$ cat src/rtl/cache_miss_handler_if.sv
// Signal bundle between cache control / arrays / memory port and cache_miss_handler.
// miss_count and wb_count exist only when CACHE_MISS_HANDLER_STATS_EN is defined.
interface cache_miss_handler_if #(
    parameter int s_index    = 4,
    parameter int s_tag      = 23,
    parameter int beat_width = 64,
    parameter int num_beats  = 4
);
    logic                              miss_req;
    logic [31:0]                       miss_addr;
    logic [1:0]                        victim_way;
    logic                              victim_valid;
    logic                              victim_dirty;
    logic [s_tag-1:0]                  victim_tag;
    logic [beat_width*num_beats-1:0]   line_rdata;
    logic                              busy;
    logic                              done;
    logic [1:0]                        way_sel;
    logic [s_index-1:0]                index;
    logic                              data_we;
    logic [beat_width*num_beats-1:0]   line_wdata;
    logic                              tag_we;
    logic [s_tag-1:0]                  tag_wdata;
    logic                              load_plru;
    logic                              mem_read;
    logic                              mem_write;
    logic [31:0]                       mem_addr;
    logic [beat_width-1:0]             mem_wdata;
    logic [beat_width-1:0]             mem_rdata;
    logic                              mem_resp;
`ifdef CACHE_MISS_HANDLER_STATS_EN
    logic [31:0]                       miss_count;
    logic [31:0]                       wb_count;
`endif

    modport master (
        output miss_req, miss_addr, victim_way, victim_valid, victim_dirty, victim_tag,
        output line_rdata, mem_rdata, mem_resp,
`ifdef CACHE_MISS_HANDLER_STATS_EN
        input  miss_count, wb_count,
`endif
        input  busy, done, way_sel, index, data_we, line_wdata, tag_we, tag_wdata,
        input  load_plru, mem_read, mem_write, mem_addr, mem_wdata
    );

    modport slave (
        input  miss_req, miss_addr, victim_way, victim_valid, victim_dirty, victim_tag,
        input  line_rdata, mem_rdata, mem_resp,
`ifdef CACHE_MISS_HANDLER_STATS_EN
        output miss_count, wb_count,
`endif
        output busy, done, way_sel, index, data_we, line_wdata, tag_we, tag_wdata,
        output load_plru, mem_read, mem_write, mem_addr, mem_wdata
    );
endinterface

$ cat src/rtl/cache_miss_handler.sv
// Miss service: optional victim writeback, 4-beat line fill, tag/data install, PLRU pulse.
// Latency: miss_req to done = 2 + fill resp cycles (+ writeback resp cycles when victim dirty).
// Backpressure: memory stalls by withholding mem_resp; miss_req ignored while busy. Option: CACHE_MISS_HANDLER_STATS_EN.
module cache_miss_handler #(
    parameter int s_index    = 4,
    parameter int s_offset   = 5,
    parameter int s_tag      = 23,
    parameter int beat_width = 64,
    parameter int num_beats  = 4
) (
    input  logic                 clk,
    input  logic                 rst_n,
    cache_miss_handler_if.slave  bus
);
    localparam int              line_w    = beat_width * num_beats;
    localparam int              cnt_w     = $clog2(num_beats);
    localparam logic [cnt_w-1:0] last_beat = cnt_w'(num_beats - 1);

    typedef enum logic [2:0] {IDLE, LATCH, WB, FILL, COMMIT} state_t;

    state_t              r_state;
    state_t              w_next;
    logic [cnt_w-1:0]    r_cnt;
    logic [s_index-1:0]  r_index;
    logic [s_tag-1:0]    r_fill_tag;
    logic [s_tag-1:0]    r_victim_tag;
    logic [1:0]          r_way;
    logic                r_victim_wb;
    logic [line_w-1:0]   r_line;

    logic                w_accept;
    logic                w_beat;
    logic                w_commit;
    logic                w_mem_read;
    logic                w_mem_write;
    logic [31:0]         w_mem_addr;
    logic                w_unused_addr_bits;

    assign w_unused_addr_bits = ^bus.miss_addr[s_offset-1:0];

    always_ff @(posedge clk or negedge rst_n) begin
        if (!rst_n) r_state <= IDLE;
        else        r_state <= w_next;
    end

    always_comb begin
        w_next      = r_state;
        w_accept    = 1'b0;
        w_beat      = 1'b0;
        w_commit    = 1'b0;
        w_mem_read  = 1'b0;
        w_mem_write = 1'b0;
        w_mem_addr  = '0;
        case (r_state)
            IDLE: begin
                if (bus.miss_req) begin
                    w_accept = 1'b1;
                    w_next   = LATCH;
                end
            end
            LATCH: w_next = r_victim_wb ? WB : FILL;
            WB: begin
                w_mem_write = 1'b1;
                w_mem_addr  = {r_victim_tag, r_index, {s_offset{1'b0}}};
                w_beat      = bus.mem_resp;
                if (w_beat && r_cnt == last_beat) w_next = FILL;
            end
            FILL: begin
                w_mem_read = 1'b1;
                w_mem_addr = {r_fill_tag, r_index, {s_offset{1'b0}}};
                w_beat     = bus.mem_resp;
                if (w_beat && r_cnt == last_beat) w_next = COMMIT;
            end
            COMMIT: begin
                w_commit = 1'b1;
                w_next   = IDLE;
            end
            default: w_next = IDLE;
        endcase
    end

    // Victim line is captured whole in LATCH, then overwritten beat by beat during FILL.
    always_ff @(posedge clk or negedge rst_n) begin
        if (!rst_n) begin
            r_cnt        <= '0;
            r_index      <= '0;
            r_fill_tag   <= '0;
            r_victim_tag <= '0;
            r_way        <= '0;
            r_victim_wb  <= 1'b0;
            r_line       <= '0;
        end else begin
            if (w_accept) begin
                r_index      <= bus.miss_addr[s_offset+s_index-1:s_offset];
                r_fill_tag   <= bus.miss_addr[31:32-s_tag];
                r_way        <= bus.victim_way;
                r_victim_wb  <= bus.victim_valid & bus.victim_dirty;
                r_victim_tag <= bus.victim_tag;
            end
            if (r_state == LATCH) r_line <= bus.line_rdata;
            if (w_beat) begin
                r_cnt <= (r_cnt == last_beat) ? '0 : r_cnt + 1'b1;
                if (r_state == FILL) r_line[r_cnt*beat_width +: beat_width] <= bus.mem_rdata;
            end
        end
    end

    assign bus.busy       = (r_state != IDLE);
    assign bus.done       = w_commit;
    assign bus.data_we    = w_commit;
    assign bus.tag_we     = w_commit;
    assign bus.load_plru  = w_commit;
    assign bus.way_sel    = r_way;
    assign bus.index      = r_index;
    assign bus.line_wdata = w_commit ? r_line : '0;
    assign bus.tag_wdata  = w_commit ? r_fill_tag : '0;
    assign bus.mem_read   = w_mem_read;
    assign bus.mem_write  = w_mem_write;
    assign bus.mem_addr   = w_mem_addr;
    assign bus.mem_wdata  = w_mem_write ? r_line[r_cnt*beat_width +: beat_width] : '0;

`ifdef CACHE_MISS_HANDLER_STATS_EN
    logic [31:0] r_miss_count;
    logic [31:0] r_wb_count;

    always_ff @(posedge clk or negedge rst_n) begin
        if (!rst_n) begin
            r_miss_count <= '0;
            r_wb_count   <= '0;
        end else begin
            if (w_accept && r_miss_count != '1) r_miss_count <= r_miss_count + 1'b1;
            if (r_state == LATCH && r_victim_wb && r_wb_count != '1) r_wb_count <= r_wb_count + 1'b1;
        end
    end

    assign bus.miss_count = r_miss_count;
    assign bus.wb_count   = r_wb_count;
`endif
endmodule

$ cat src/flat_wrapper.sv
// flat-port wrapper written by rule: the top's interface ports become plain ports
module cache_miss_handler_flat 
#(
    parameter int s_index    = 4,
    parameter int s_offset   = 5,
    parameter int s_tag      = 23,
    parameter int beat_width = 64,
    parameter int num_beats  = 4
)
  (clk, rst_n, bus_miss_req, bus_miss_addr, bus_victim_way, bus_victim_valid, bus_victim_dirty, bus_victim_tag, bus_line_rdata, bus_mem_rdata, bus_mem_resp, bus_busy, bus_done, bus_way_sel, bus_index, bus_data_we, bus_line_wdata, bus_tag_we, bus_tag_wdata, bus_load_plru, bus_mem_read, bus_mem_write, bus_mem_addr, bus_mem_wdata);
  cache_miss_handler_if #(.s_index(s_index), .s_tag(s_tag), .beat_width(beat_width), .num_beats(num_beats)) bus_i ();
  input  logic clk;
  input  logic rst_n;
  input wire logic [$bits(bus_i.miss_req)-1:0] bus_miss_req;
  input wire logic [$bits(bus_i.miss_addr)-1:0] bus_miss_addr;
  input wire logic [$bits(bus_i.victim_way)-1:0] bus_victim_way;
  input wire logic [$bits(bus_i.victim_valid)-1:0] bus_victim_valid;
  input wire logic [$bits(bus_i.victim_dirty)-1:0] bus_victim_dirty;
  input wire logic [$bits(bus_i.victim_tag)-1:0] bus_victim_tag;
  input wire logic [$bits(bus_i.line_rdata)-1:0] bus_line_rdata;
  input wire logic [$bits(bus_i.mem_rdata)-1:0] bus_mem_rdata;
  input wire logic [$bits(bus_i.mem_resp)-1:0] bus_mem_resp;
  output wire logic [$bits(bus_i.busy)-1:0] bus_busy;
  output wire logic [$bits(bus_i.done)-1:0] bus_done;
  output wire logic [$bits(bus_i.way_sel)-1:0] bus_way_sel;
  output wire logic [$bits(bus_i.index)-1:0] bus_index;
  output wire logic [$bits(bus_i.data_we)-1:0] bus_data_we;
  output wire logic [$bits(bus_i.line_wdata)-1:0] bus_line_wdata;
  output wire logic [$bits(bus_i.tag_we)-1:0] bus_tag_we;
  output wire logic [$bits(bus_i.tag_wdata)-1:0] bus_tag_wdata;
  output wire logic [$bits(bus_i.load_plru)-1:0] bus_load_plru;
  output wire logic [$bits(bus_i.mem_read)-1:0] bus_mem_read;
  output wire logic [$bits(bus_i.mem_write)-1:0] bus_mem_write;
  output wire logic [$bits(bus_i.mem_addr)-1:0] bus_mem_addr;
  output wire logic [$bits(bus_i.mem_wdata)-1:0] bus_mem_wdata;
  assign bus_i.miss_req = bus_miss_req;
  assign bus_i.miss_addr = bus_miss_addr;
  assign bus_i.victim_way = bus_victim_way;
  assign bus_i.victim_valid = bus_victim_valid;
  assign bus_i.victim_dirty = bus_victim_dirty;
  assign bus_i.victim_tag = bus_victim_tag;
  assign bus_i.line_rdata = bus_line_rdata;
  assign bus_i.mem_rdata = bus_mem_rdata;
  assign bus_i.mem_resp = bus_mem_resp;
  assign bus_busy = bus_i.busy;
  assign bus_done = bus_i.done;
  assign bus_way_sel = bus_i.way_sel;
  assign bus_index = bus_i.index;
  assign bus_data_we = bus_i.data_we;
  assign bus_line_wdata = bus_i.line_wdata;
  assign bus_tag_we = bus_i.tag_we;
  assign bus_tag_wdata = bus_i.tag_wdata;
  assign bus_load_plru = bus_i.load_plru;
  assign bus_mem_read = bus_i.mem_read;
  assign bus_mem_write = bus_i.mem_write;
  assign bus_mem_addr = bus_i.mem_addr;
  assign bus_mem_wdata = bus_i.mem_wdata;
  cache_miss_handler #(.s_index(s_index), .s_offset(s_offset), .s_tag(s_tag), .beat_width(beat_width), .num_beats(num_beats)) u_core (.clk(clk), .rst_n(rst_n), .bus(bus_i));
endmodule
$ cat config.mk
export PLATFORM = sky130hd
export DESIGN_NAME = cache_miss_handler_flat
export DESIGN_NICKNAME = d
export VERILOG_FILES = /design/src/rtl/cache_miss_handler_if.sv /design/src/rtl/cache_miss_handler.sv /design/src/flat_wrapper.sv
export SDC_FILE = /design/constraint.sdc
export NUM_CORES = 1
export LEC_CHECK = 0
export ABC_AREA = 1
export CAP_MARGIN = 10
export CORE_AREA = 2 2 298 300
export CTS_BUF_LIST = sky130_fd_sc_hd__clkbuf_16
export DETAILED_ROUTE_END_ITERATION = 8
export DIE_AREA = 0 0 300 302
export SLEW_MARGIN = 40
export SYNTH_ARGS = -nofsm -noshare
export SYNTH_HDL_FRONTEND = slang
export SYNTH_SLANG_ARGS = --single-unit
$ cat constraint.sdc
create_clock -name clk -period 2.25 [get_ports clk]
set_input_delay 0.3375 -clock clk [delete_from_list [all_inputs] [get_ports clk]]
set_output_delay 0.3375 -clock clk [all_outputs]
set_load 0.02 [all_outputs]
==> results of run 1 <==
## stage by stage
stage	total power [µW]	TNS [ns]	std cells	hold WS [ns]
5_1_grt	45800	-87.88	5225	0.310
2_1_floorplan	24100	0	3296	0.0419
3_5_place_dp	35900	-12.44	5135	0.268
3_3_place_gp	35600	-8.13	5135	0.274
4_1_cts	42500	-78.83	5211	0.274
6_report	42900	-60.13	5227	0.305
## cells by family (layout without fill, tap and decap cells)
group	Yosys count	in the layout	synth area share, %
and+or+nand+nor	1692	1692	34.8
buffers and inverters	822	1575	15.5
AOI/OAI and AO/OA	458	458	11.7
DFF	314	314	37.6
adders and majority gates	5	5	0.300
other	1	18	0.0180
## cell usage in the layout, fill, tap and decap left out, drive strengths merged, types with 13 or more instances in the layout
| master | netlist | final |
|---|---|---|
| clkdlybuf4s15 | 0 | 13 |
| clkdlybuf4s50 | 0 | 384 |
| nand3 | 612 | 612 |
| nor2 | 354 | 354 |
| buf | 109 | 525 |
| clkinv | 0 | 25 |
| o21ai | 303 | 303 |
| nand4 | 42 | 42 |
| diode | 0 | 13 |
| inv | 545 | 548 |
| clkbuf | 168 | 60 |
| nand2 | 681 | 681 |
| a21oi | 91 | 91 |
| dfrtp | 314 | 314 |
| o211ai | 64 | 64 |
## final cells by class
| type | instances | area [µm²] |
|---|---|---|
| Antenna cell | 13 | 32.5 |
| Clock buffer | 40 | 1000 |
| Clock inverter | 33 | 265 |
| Fill cell | 9477 | 55400 |
| Inverter | 545 | 2060 |
| Multi-Input combinational cell | 2160 | 10400 |
| Sequential cell | 314 | 7870 |
| Tap cell | 1165 | 1460 |
| Timing Repair Buffer | 957 | 9110 |
## layer usage
| layer | global-route usage (%) | part of all wire (%) | vias to the layer above |
|---|---|---|---|
| met5 | 0 | 0.052 | - |
| met3 | 5.61 | 8.8 | 238 |
| met2 | 39.1 | 47 | 1241 |
| met4 | 9.80 | 3.9 | 10 |
| li1 | - | - | 11829 |
| met1 | 29.5 | 40 | 12038 |
## registers in the layout (all words and copies together) (netlist names)
| register | count |
|---|---|
| u_core.r_victim_tag | 23 |
| u_core.bus.index | 4 |
| u_core.bus.way_sel | 2 |
| u_core.r_fill_tag | 23 |
| u_core.r_line | 256 |
| u_core.r_cnt | 2 |
| u_core.r_victim_wb | 1 |
| u_core.r_state | 3 |
## power by group
part	switching (µW)	leakage, µW	internal, µW
logic	17800	0.0127	9060
registers	1080	0.00359	8570
clock network	2780	0.000638	3600
total	21700	0.0169	21200
## path summary, 6_finish.rpt
| path | from | endpoint | slack (ns) | cells after the start |
|---|---|---|---|---|
| max in group asynchronous | rst_n | u_core.r_line[60] | 1.14 | 4 |
| min in group clk | bus_victim_tag[14] | u_core.r_victim_tag[14] | 0.33 | 3 |
| min reg2reg | u_core.r_victim_tag[19] | u_core.r_victim_tag[19] | 0.48 | 2 |
| max reg2reg | u_core.r_cnt[0] | u_core.r_line[5] | 0.04 | 9 |
| min | rst_n | u_core.r_line[13] | 0.30 | 2 |
| max | u_core.r_state[0] | bus_line_wdata[37] | -0.29 | 7 |
## repair_timing
item,in CTS,in global routing
hold buffers,1,0
setup buffers,0,1
resized for setup,1326,386
endpoints found under the hold margin,26,0
gates cloned,2,3
endpoints found under the setup margin,376,458
pin swaps,17,5
==> results.txt, run 1 <==
outcome = finished, violations left
failing checks = negative setup slack
Worst-Skew Late Latency = 0.56 ns
area of the core = 87,600 µm²
PortBufs = 760
Max-slew headroom = 51.3%
H-tree depth = 2
HP Class = input port to async pin
site row count = 109
Clock Skews = 0.0163 ns
die height = 302 µm
ANT nets after route = 0
count leader, synth = nand2_1
final number of max-transition violations = 0
post-route minimum period = 2.54 ns
f_max = 0.394 GHz
Yosys cell types = 23
Die Area = 90,600 µm²
Commonest cells post-synth = nand2_1, nand3_1, inv_1, nor2_1, dfrtp_1
CP Launch Type = flip-flop
drt pass-1 iters = 6
final-report setup violation count = 364
layout cells sized above 1 = 18.3%
period utilisation layout = 113%
Clk pin slew, worst setup/hold paths = 0.06 ns
vias in the first global route = 24,710
DR DRC count = 0
P&R area growth vs syn = 54.0%
post-synthesis cell area = 20,900 µm²
Synth Register Bits = 314
Worst Path Required = 1.91 ns
final setup margin = -0.288 ns
crit-path leading delay family = buffers and inverters
Layout Utilization = 36.7%
Worst Path Arrival = 2.20 ns
1st-iter DRT viols = 2,216
worst vdd ir = 0.000786 V
WL final = 112,000 µm
most used cell, CP = buf_12
yosys warns = 0
RSZ-0062 raised after global routing = yes
WS Path Type = flip-flop to output pin
Seq/Total Area, Yosys = 37.6%
Placer Congestion = 0.897
first-pass GRT wire length = 161,000 µm
die span in x = 300 µm
initial antenna violation count = 22
Initial Util = 23.8%
fin nets = 4,406
drt wl/cell = 21.4 µm
worst stage delay on the critical path = 0.50 ns
DP HPWL = 82,500 µm
io pins = 771
FFs w/ async S/R, synth = 100%
area leader, netlist = dfrtp_1
Synth area leaders = dfrtp_1, nand3_1, nand2_1, inv_1, o21ai_0
Via Count = 25,356
Root Buffer = clkbuf_16
Syn Area/Cell = 6.34 µm²
Slowest-stage cell, CP = dfrtp_4
GR Overflow Total = 0
Synth Instances = 3,292
CP max FO = 16
Leakage = 0.0169 µW
Worst Max-Slew Pin Slew = 0.731 ns
number of max-cap violations = 0
Placement Cell Area = 31,000 µm²
pin count of the biggest net entering global routing = 125
Buf+Inv Stages, Crit Path = 5
clock tree buffer depth = 3
TritonCTS clock tree = done
top_reg_cell synth = dfrtp_1
All-Layer GR Usage = 23.6%
Clock Sinks = 314
power per standard cell area = 1330 nW/µm²
Synth top area share = 37.6%
number of synthesized flops with an enable pin = 0
Hold Violations, Final = 0
crit end category = output pin
CP cell instances = nor3_4, buf_6, inv_8, buf_12, buf_12, nor2_4, buf_12
Via-to-Cell Ratio = 4.85
Placement Setup Slack = -0.135 ns
cts bufs inserted = 40
cell area after layout = 32,200 µm²
Power figures use the tool's default switching activity.
==> run 2, diff against run 1 <==
- GPL_TIMING_DRIVEN: default -> 1
==> results of run 2 <==
Same layout as run 1: the final DEF is identical, and so are final timing and power.
==> run 3, diff against run 2 <==
- SLEW_MARGIN: 40 -> 20
==> results of run 3 <==
Same layout as run 1: the final DEF is identical, and so are final timing and power.
